--- src/rtl/ysyx_22040237_wb_arb.sv ---
// Register-file write-back arbiter: merges execute results (src0) with buffered LSU/MDU results (src1).
// One registered write per cycle; a starved src1 FIFO head forces priority for one pop.
module ysyx_22040237_wb_arb #(
  parameter int DW         = 64,
  parameter int AW         = 5,
  parameter int DEPTH      = 2,
  parameter int STARVE_MAX = 4
) (
  input  logic                     clk,
  input  logic                     rst,
  input  logic                     s0_valid,
  output logic                     s0_ready,
  input  logic [AW-1:0]            s0_addr,
  input  logic [DW-1:0]            s0_data,
  input  logic                     s1_valid,
  output logic                     s1_ready,
  input  logic [AW-1:0]            s1_addr,
  input  logic [DW-1:0]            s1_data,
  output logic                     reg_wr_en,
  output logic [AW-1:0]            wr_addr,
  output logic [DW-1:0]            wr_data,
  input  logic [AW-1:0]            q_addr1,
  input  logic [AW-1:0]            q_addr2,
  output logic                     hazard1,
  output logic                     hazard2,
  output logic [$clog2(DEPTH):0]   fifo_cnt
);

  localparam int PW = $clog2(DEPTH);
  localparam int CW = PW + 1;
  localparam int SW = $clog2(STARVE_MAX + 1);
  localparam logic [CW-1:0] FULL_CNT = CW'(DEPTH);
  localparam logic [SW-1:0] SMAX     = SW'(STARVE_MAX);

  logic [AW-1:0] mem_addr [DEPTH];
  logic [DW-1:0] mem_data [DEPTH];
  logic [PW-1:0] head, tail;
  logic [CW-1:0] cnt;
  logic [SW-1:0] starve;

  logic empty, force_s1, sel_s0, pop, push;
  logic [AW-1:0] head_addr;
  logic [DW-1:0] head_data;

  assign empty     = (cnt == '0);
  assign force_s1  = !empty && (starve == SMAX);
  assign s0_ready  = !force_s1;
  assign s1_ready  = (cnt != FULL_CNT);
  assign sel_s0    = s0_valid && !force_s1;
  assign pop       = !sel_s0 && !empty;
  assign push      = s1_valid && s1_ready;
  assign head_addr = mem_addr[head];
  assign head_data = mem_data[head];
  assign fifo_cnt  = cnt;

  // Storage needs no reset: occupancy alone decides which entries are live.
  always_ff @(posedge clk) begin
    if (push) begin
      mem_addr[tail] <= s1_addr;
      mem_data[tail] <= s1_data;
    end
  end

  always_ff @(posedge clk or posedge rst) begin
    if (rst) begin
      head   <= '0;
      tail   <= '0;
      cnt    <= '0;
      starve <= '0;
    end else begin
      if (push) tail <= tail + 1'b1;
      if (pop)  head <= head + 1'b1;
      case ({push, pop})
        2'b10:   cnt <= cnt + 1'b1;
        2'b01:   cnt <= cnt - 1'b1;
        default: cnt <= cnt;
      endcase
      if (empty || pop)
        starve <= '0;
      else if (sel_s0 && starve != SMAX)
        starve <= starve + 1'b1;
    end
  end

  // x0 destinations still complete their handshake but never raise the write enable.
  always_ff @(posedge clk or posedge rst) begin
    if (rst) begin
      reg_wr_en <= 1'b0;
      wr_addr   <= '0;
      wr_data   <= '0;
    end else if (sel_s0) begin
      reg_wr_en <= (s0_addr != '0);
      wr_addr   <= s0_addr;
      wr_data   <= s0_data;
    end else if (pop) begin
      reg_wr_en <= (head_addr != '0);
      wr_addr   <= head_addr;
      wr_data   <= head_data;
    end else begin
      reg_wr_en <= 1'b0;
    end
  end

  logic          hit1, hit2;
  logic [PW-1:0] idx;

  always_comb begin
    hit1 = 1'b0;
    hit2 = 1'b0;
    idx  = '0;
    for (int i = 0; i < DEPTH; i++) begin
      idx = head + PW'(i);
      if (CW'(i) < cnt) begin
        if (mem_addr[idx] == q_addr1) hit1 = 1'b1;
        if (mem_addr[idx] == q_addr2) hit2 = 1'b1;
      end
    end
  end

  assign hazard1 = (q_addr1 != '0) && (hit1 || (reg_wr_en && wr_addr == q_addr1));
  assign hazard2 = (q_addr2 != '0) && (hit2 || (reg_wr_en && wr_addr == q_addr2));

endmodule
--- config.mk ---
export PLATFORM = sky130hd
export DESIGN_NAME = ysyx_22040237_wb_arb
export DESIGN_NICKNAME = d
export VERILOG_FILES = /design/src/rtl/ysyx_22040237_wb_arb.sv
export SDC_FILE = /design/constraint.sdc
export NUM_CORES = 1
export LEC_CHECK = 0
export ABC_AREA = 1
export CORE_ASPECT_RATIO = 1.2
export CORE_MARGIN = 5
export CORE_UTILIZATION = 45
export DETAILED_ROUTE_END_ITERATION = 10
export GPL_TIMING_DRIVEN = 0
export PLACE_DENSITY = 0.77
export SLEW_MARGIN = 40
export SYNTH_ARGS = -nofsm -noshare
export SYNTH_HDL_FRONTEND = slang
export SYNTH_SLANG_ARGS = --single-unit
--- constraint.sdc ---
create_clock -name clk -period 4.3 [get_ports clk]
set_clock_uncertainty 0.15 [all_clocks]
set_input_delay 0.43 -clock clk [delete_from_list [all_inputs] [get_ports clk]]
set_output_delay 0.43 -clock clk [all_outputs]
set_load 0.02 [all_outputs]
# Word level (Yosys, flattened, before mapping)
# Memory sizes are Yosys's and may differ from the RTL's.
# Index checks and enable logic that the tools add are counted.
# W data, S select, Z words.
word_totals:
  regBits: 77
  mem_bits_rw: 138
  input_bits: 152
  output_inout_bits: 76
  n_memories: 2
op_classes:
  add_sub_neg: 5
  n_lt_le_gt_ge: 2
  n_eq_ne: 11
  muxes: 19
  reduce_logical: 23
memory_table:
  columns: ["memory", "words", "word_bits", "read_ports", "rd_clocked_by_memory_dff", "wr", "line_no", "text"]
  rows:
  - ["mem_data", 2, 64, 1, 0, 1, "36", "logic [DW-1:0] mem_data [DEPTH];"]
  - ["mem_addr", 2, 5, 2, 0, 1, "35", "logic [AW-1:0] mem_addr [DEPTH];"]
ops:
  columns: ["operator", "n"]
  rows:
  - ["$mux W64", 2]
  - ["$eq A5 B5 Y1", 6]
  - ["$reduce_bool A5 Y1", 4]
  - ["$mux W1", 12]
  - ["$mux W5", 2]
  - ["$logic_and A1 B1 Y1", 9]
  - ["$mux W3", 2]
  - ["$reduce_bool A2 Y1", 3]
  - ["$lt A1 B2 Y1 const A", 2]
  - ["$pmux W2 S2", 1]
  - ["$add A3 B1 Y3 const B", 1]
  - ["$eq A3 B3 Y1 const B", 1]
  - ["$logic_not A1 Y1", 3]
  - ["$logic_or A1 B1 Y1", 3]
  - ["$ne A3 B3 Y1 const B", 1]
  - ["$add A1 B1 Y1 const B", 2]
  - ["$add A2 B1 Y2 const B", 1]
  - ["$eq A2 B1 Y1 const B", 1]
  - ["$eq A2 B2 Y1 const B", 1]
  - ["$logic_not A2 Y1", 1]
  - ["$ne A2 B2 Y1 const B", 1]
  - ["$sub A2 B1 Y2 const B", 1]

# Depth between registers and ports, before layout
logic_depth:
  depth_word: 9
  depth_mapped: 12
  mapped_depth_nobuf: 11

# Worst setup path after synthesis
# OpenSTA, ideal clock, no wires.
synth_timing:
  path_kind: "reg2reg"
  start: "register cnt[0] (netlist: fifo_cnt[0])"
  end: "memory mem_addr[0][0] (enable)"
  setup_time_ps: 497
  t_arrival_ps: 3977
  slack_ps: -324
  path_stages_with_launch: 6
  n_path_buf: 0
  period_less_slack_ps: 4624
  path_cell_list: "dfrtp_1 -> inv_1 -> ha_1 -> inv_1 -> nand2_1 -> nor2_1"
synth_via:
  elab_chain_cells: 4
synth_rtl:
  columns: ["item", "line_no", "text"]
  rows:
  - ["start, declared", "38", "logic [CW-1:0] cnt;"]
  - ["start signal, assigned", "74", "2'b10: cnt <= cnt + 1'b1;"]
  - ["start signal, assigned", "75", "2'b01: cnt <= cnt - 1'b1;"]
  - ["start signal, assigned", "76", "default: cnt <= cnt;"]
  - ["$ne A2 B2 Y1", "48", "assign s1_ready = (cnt != FULL_CNT);"]
  - ["named net s1_ready", "16", "output logic s1_ready,"]
  - ["$logic_and A1 B1 Y1", "51", "assign push = s1_valid && s1_ready;"]
  - ["$mux W1", "58", "if (push) begin"]
  - ["$mux W1 (implied by the code)", "59", "mem_addr[tail] <= s1_addr;"]
  - ["end, declared", "35", null]
# The timed path passes the listed nets, and every way through them passes these cells.

# Final worst setup path
layout_timing:
  start: "register head"
  end: "output hazard2"
layout_via:
  elab_chain_cells: 8
  elab_cells_between_ends: 10
  cone_classes: "1 x add/sub; 2 x eq/ne; 4 x mux; 2 x reduce/logical; 1 x memory"
layout_rtl:
  columns: ["item", "line_no", "text"]
  rows:
  - ["start, declared", "37", "logic [PW-1:0] head, tail;"]
  - ["start signal, assigned", "72", "if (pop) head <= head + 1'b1;"]
  - ["$mem_v2 Z2 W5 (*)", null, null]
  - ["$eq A5 B5 Y1", "115", "if (mem_addr[idx] == q_addr2) hit2 = 1'b1;"]
  - ["$mux W1", "115", null]
  - ["$mux W1", "113", "if (CW'(i) < cnt) begin"]
  - ["$mux W1", "115", null]
  - ["$mux W1 (*)", "113", null]
  - ["$logic_or A1 B1 Y1 (*)", "121", "assign hazard2 = (q_addr2 != '0) && (hit2 || (reg_wr_en && wr_addr == q_addr2));"]
  - ["$logic_and A1 B1 Y1 (*)", "121", null]
  - ["end, declared", "25", "output logic hazard2,"]
# Every way passes the cells marked *; elsewhere a longest branch is shown, timed or not.

==> run summary <==
The run finished with clean final reports. The half-perimeter wire length of the detailed placement result came out at 18.3 mm. The number of buffers inserted by post-CTS setup repair came out at 0. The worst ir drop on vdd is 384 uV. Routability-driven placement finished with a final weighted congestion of 0.904. The detail route stage leaves a number of antenna-violating nets equal to 0. For this design, the slowest cell found on the critical path is clkdlybuf4s50_1. The setup-violating endpoint count in the final report came out at 0. The first-pass GRT wire length is 38.9 mm. The clock reaches the later pin of the worst-skew pair after 0.50 ns. The final total negative setup slack came out at 0 ns. The instance count of the mapped netlist is 892. The aggregate global-route resource usage came out at 21.0%. The worst-case reg-to-reg path depth is 11. The path class of the tightest hold or removal check is primary input to asynchronous set/reset pin.

Before CTS, the worst setup slack after placement is 1.37 ns. The standby leakage power came out at 5.42 nW. The largest total area in the synthesized netlist belongs to edfxtp_1. Data on the critical path is required at its endpoint by 3.72 ns.

Measured along the x axis, the die boundary spans 140 um. The number of pins with negative max-slew slack in the final report is 0. The minimum setup slack in the final design is 1.10 ns. The deepest clock path buffer count is 3. In this run, post-CTS hold repair placed 0 buffers.

The number of I/O port buffers came out at 227. The highest fanout seen on the critical path is 10. The number of hold violations in the final report came out at 0. The area of the mapped netlist is 9110 um^2. The tightest hold margin came out at 0.218 ns. The overflow left after global routing is 0.

In the synthesized netlist the dominant register cell turns out to be edfxtp_1. In the post-synthesis netlist, the cell with the most instances is nand2_1. The worst relative slew slack came out at 63.2%. Power spread over the standard cell area amounts to 640 nW/um^2.

Walking the worst path, the cells encountered are buf_4, inv_2, buf_6, nand2_1, nand3_1, nand2_1, nor2_1, nand3_1, nand3_1, nand2_1, inv_1, clkdlybuf4s50_1. The routed wire length per instance is 17.4 um. The synthesized area per cell came out at 10.2 um^2. Max-cap violations in this run came to 0. The number of buffers inserted during clock tree synthesis is 23. The synthesized netlist net count came out at 1050.

TritonCTS built the clock tree. After synthesis, the largest area contributor takes up 45.5% of total cell area. The sequential-to-total area share from yosys stat came out at 66.7%.

Entering global routing, the biggest net connects 50 pins. 228 I/O pins were placed. The arrival time of data at the critical path endpoint is 2.62 ns. The number of antenna violations at the first check in global routing came out at 1. The die span in y came out at 166 um. The worst setup path is launched from a register.

The vias after detailed routing is 7133. By area the synthesized netlist is led by edfxtp_1 46%, dfrtp_1 21%, nand2_1 17%, nand3_1 5.0%, buf_2 1.6%. The kind of capture point of the worst setup path is an output port. The number of warning messages in the yosys log is 0. The number of global-route vias before repair came to 7459. The share of flip-flops with an asynchronous set or reset after synthesis came out at 35.8%. The row count is 57. The critical setup path kind is register to output port. The clock period minus final worst setup slack came out at 3.20 ns.

The power after layout came out at 8.12 mW. For the pin with the worst max-slew slack, the measured transition is 0.551 ns. The area enclosed by the die boundary is 23200 um^2. Counting flops and latches in the post-synthesis netlist gives 215.

The count of routing violations after the opening detailed-route iteration came out at 347. Setup repair after global routing left no endpoint under its margin. The post-detailed-routing wire length is 25.0 mm. The detailed-route DRC error count is 0. The core region is 20100 um^2. The initial cell density of the core came out at 45.3%. CTS built an H-tree with a depth of 1. The number of cells upsized or downsized after cts came out at 0. The number of synthesized flops with an enable pin came out at 138. The number of nets in the final layout came out at 1311. The layout overhead on the synthesized area is 39.3%. The delay of the slowest cell on the worst path is 0.60 ns.

The number of detailed-route iterations in the first pass came out at 5. Clock-pin slew was measured on the worst setup and hold paths at 0.06 ns. The tree is rooted in a clkbuf_16. Dividing the detail-routed via count by the number of cells gives 4.97.

The final critical path takes up 74.3% of the cycle. Ranked by instance count, the synthesized netlist is headed by 419 x nand2_1, 138 x edfxtp_1, 91 x nand3_1. Counting the fill cells in the layout gives 1637.

The clock net in this run drives a total of 215 sinks. The layout cell share with drive strength beyond 1 is 8.73%. The fmax came out at 313 MHz.

The number of distinct library cells after synthesis came out at 25.
## final timing paths
kind / slack, ns / start / end
setup / recovery: 1.10 / head$_DFFE_PP0P_ / hazard2
hold / removal: 0.22 / rst / wr_data[31]$_DFFE_PP0P_
setup reg to reg: 1.91 / fifo_cnt[0]$_DFFE_PP0P_ / fifo_cnt[1]$_DFFE_PP0P_
hold reg to reg: 0.32 / starve[0]$_DFFE_PP0P_ / starve[0]$_DFFE_PP0P_
max in group asynchronous: 3.21 / rst / wr_data[55]$_DFFE_PP0P_
min in group clk: 0.32 / starve[0]$_DFFE_PP0P_ / starve[0]$_DFFE_PP0P_
## worst max-delay path: cells and delay by family, from the launching register on
| family | cells | cell delay [ns] |
|---|---|---|
| flops | 1 | 0.36 |
| simple gates | 7 | 0.68 |
| buf+inv | 5 | 1.09 |
## cell usage in the layout (no fill, tap or decap)
cell type | synthesis | final
inv_1 | 36 | 35
nand2_2 | 4 | 4
buf_4 | 5 | 5
xor2_1 | 3 | 3
clkbuf_16 | 0 | 23
o22ai_1 | 5 | 5
buf_8 | 0 | 2
nor2_4 | 1 | 3
bufinv_16 | 0 | 1
buf_12 | 0 | 1
ha_1 | 6 | 6
xnor2_1 | 3 | 3
o21ai_0 | 5 | 5
nand2_1 | 419 | 419
inv_6 | 0 | 2
o211ai_1 | 6 | 6
dfrtp_1 | 77 | 77
clkdlybuf4s50_1 | 0 | 227
nor2_1 | 26 | 24
inv_2 | 4 | 4
buf_2 | 29 | 29
edfxtp_1 | 138 | 138
diode_2 | 0 | 1
nand3_1 | 91 | 91
clkinvlp_4 | 0 | 5
clkinv_2 | 0 | 2
o31ai_1 | 1 | 1
clkbuf_8 | 0 | 4
mux2i_1 | 12 | 12
nor3_1 | 2 | 2
nand4_1 | 1 | 1
a21oi_1 | 5 | 5
buf_6 | 1 | 1
clkbuf_1 | 2 | 7
o211ai_2 | 10 | 10
buf_16 | 0 | 6
## where the power goes
part           internal [mW]  switching [mW]
logic                   1.27            1.85
clock network           1.12           0.789
registers               2.84           0.251
total                   5.23            2.89
## metrics by stage
step           utilization [%]  cells  instance area (um^2)
6_report                  63.1   1435                 12700
5_1_grt                   63.1   1435                 12700
4_1_cts                   63.1   1434                 12700
3_5_place_dp              59.4   1393                 11900
3_3_place_gp              58.2   1384                 11700
2_1_floorplan                -    892                  9110
## sequential cells by signal (all words and copies together), names as in the netlist
| name | flops |
|---|---|
| mem_data | 128 |
| reg_wr_en | 1 |
| wr_data | 64 |
| head | 1 |
| fifo_cnt | 2 |
| tail | 1 |
| mem_addr | 10 |
| wr_addr | 5 |
| starve | 3 |
## routing by layer
| metal | routed length [um] | share of wire [%] | track usage (%) | up-vias |
|---|---|---|---|---|
| met2 | 13000 | 52 | 38.4 | 217 |
| met3 | 1500 | 6.0 | 4.00 | 53 |
| met4 | 852 | 3.4 | 7.33 | 0 |
| li1 | - | - | - | 3471 |
| met5 | 0 | 0 | 0 | - |
| met1 | 9600 | 38 | 24.7 | 3392 |
## final cells by class
cell class,count,area (um^2),share of cell area (%)
tap,265,332,2.61
inverter,40,155,1.22
buffer,37,201,1.59
clock buffer,32,649,5.12
multi-input combinational,600,2700,21.3
timing repair buffer,236,2490,19.6
clock inverter,9,86.3,0.681
antenna,1,2.50,0.0197
sequential,215,6070,47.9
## cells by family (layout without fill, tap and decap cells)
logic type | after synthesis | count (layout) | synth area share, %
flops | 215 | 215 | 66.7
simple gates | 544 | 544 | 23.9
fa+ha+maj | 6 | 6 | 0.824
mux | 12 | 12 | 1.32
other cells | 0 | 1 | 0
buf+inv | 77 | 354 | 3.86
compound gates | 32 | 32 | 2.84
xor+xnor | 6 | 6 | 0.577
Power figures use the tool's default switching activity.
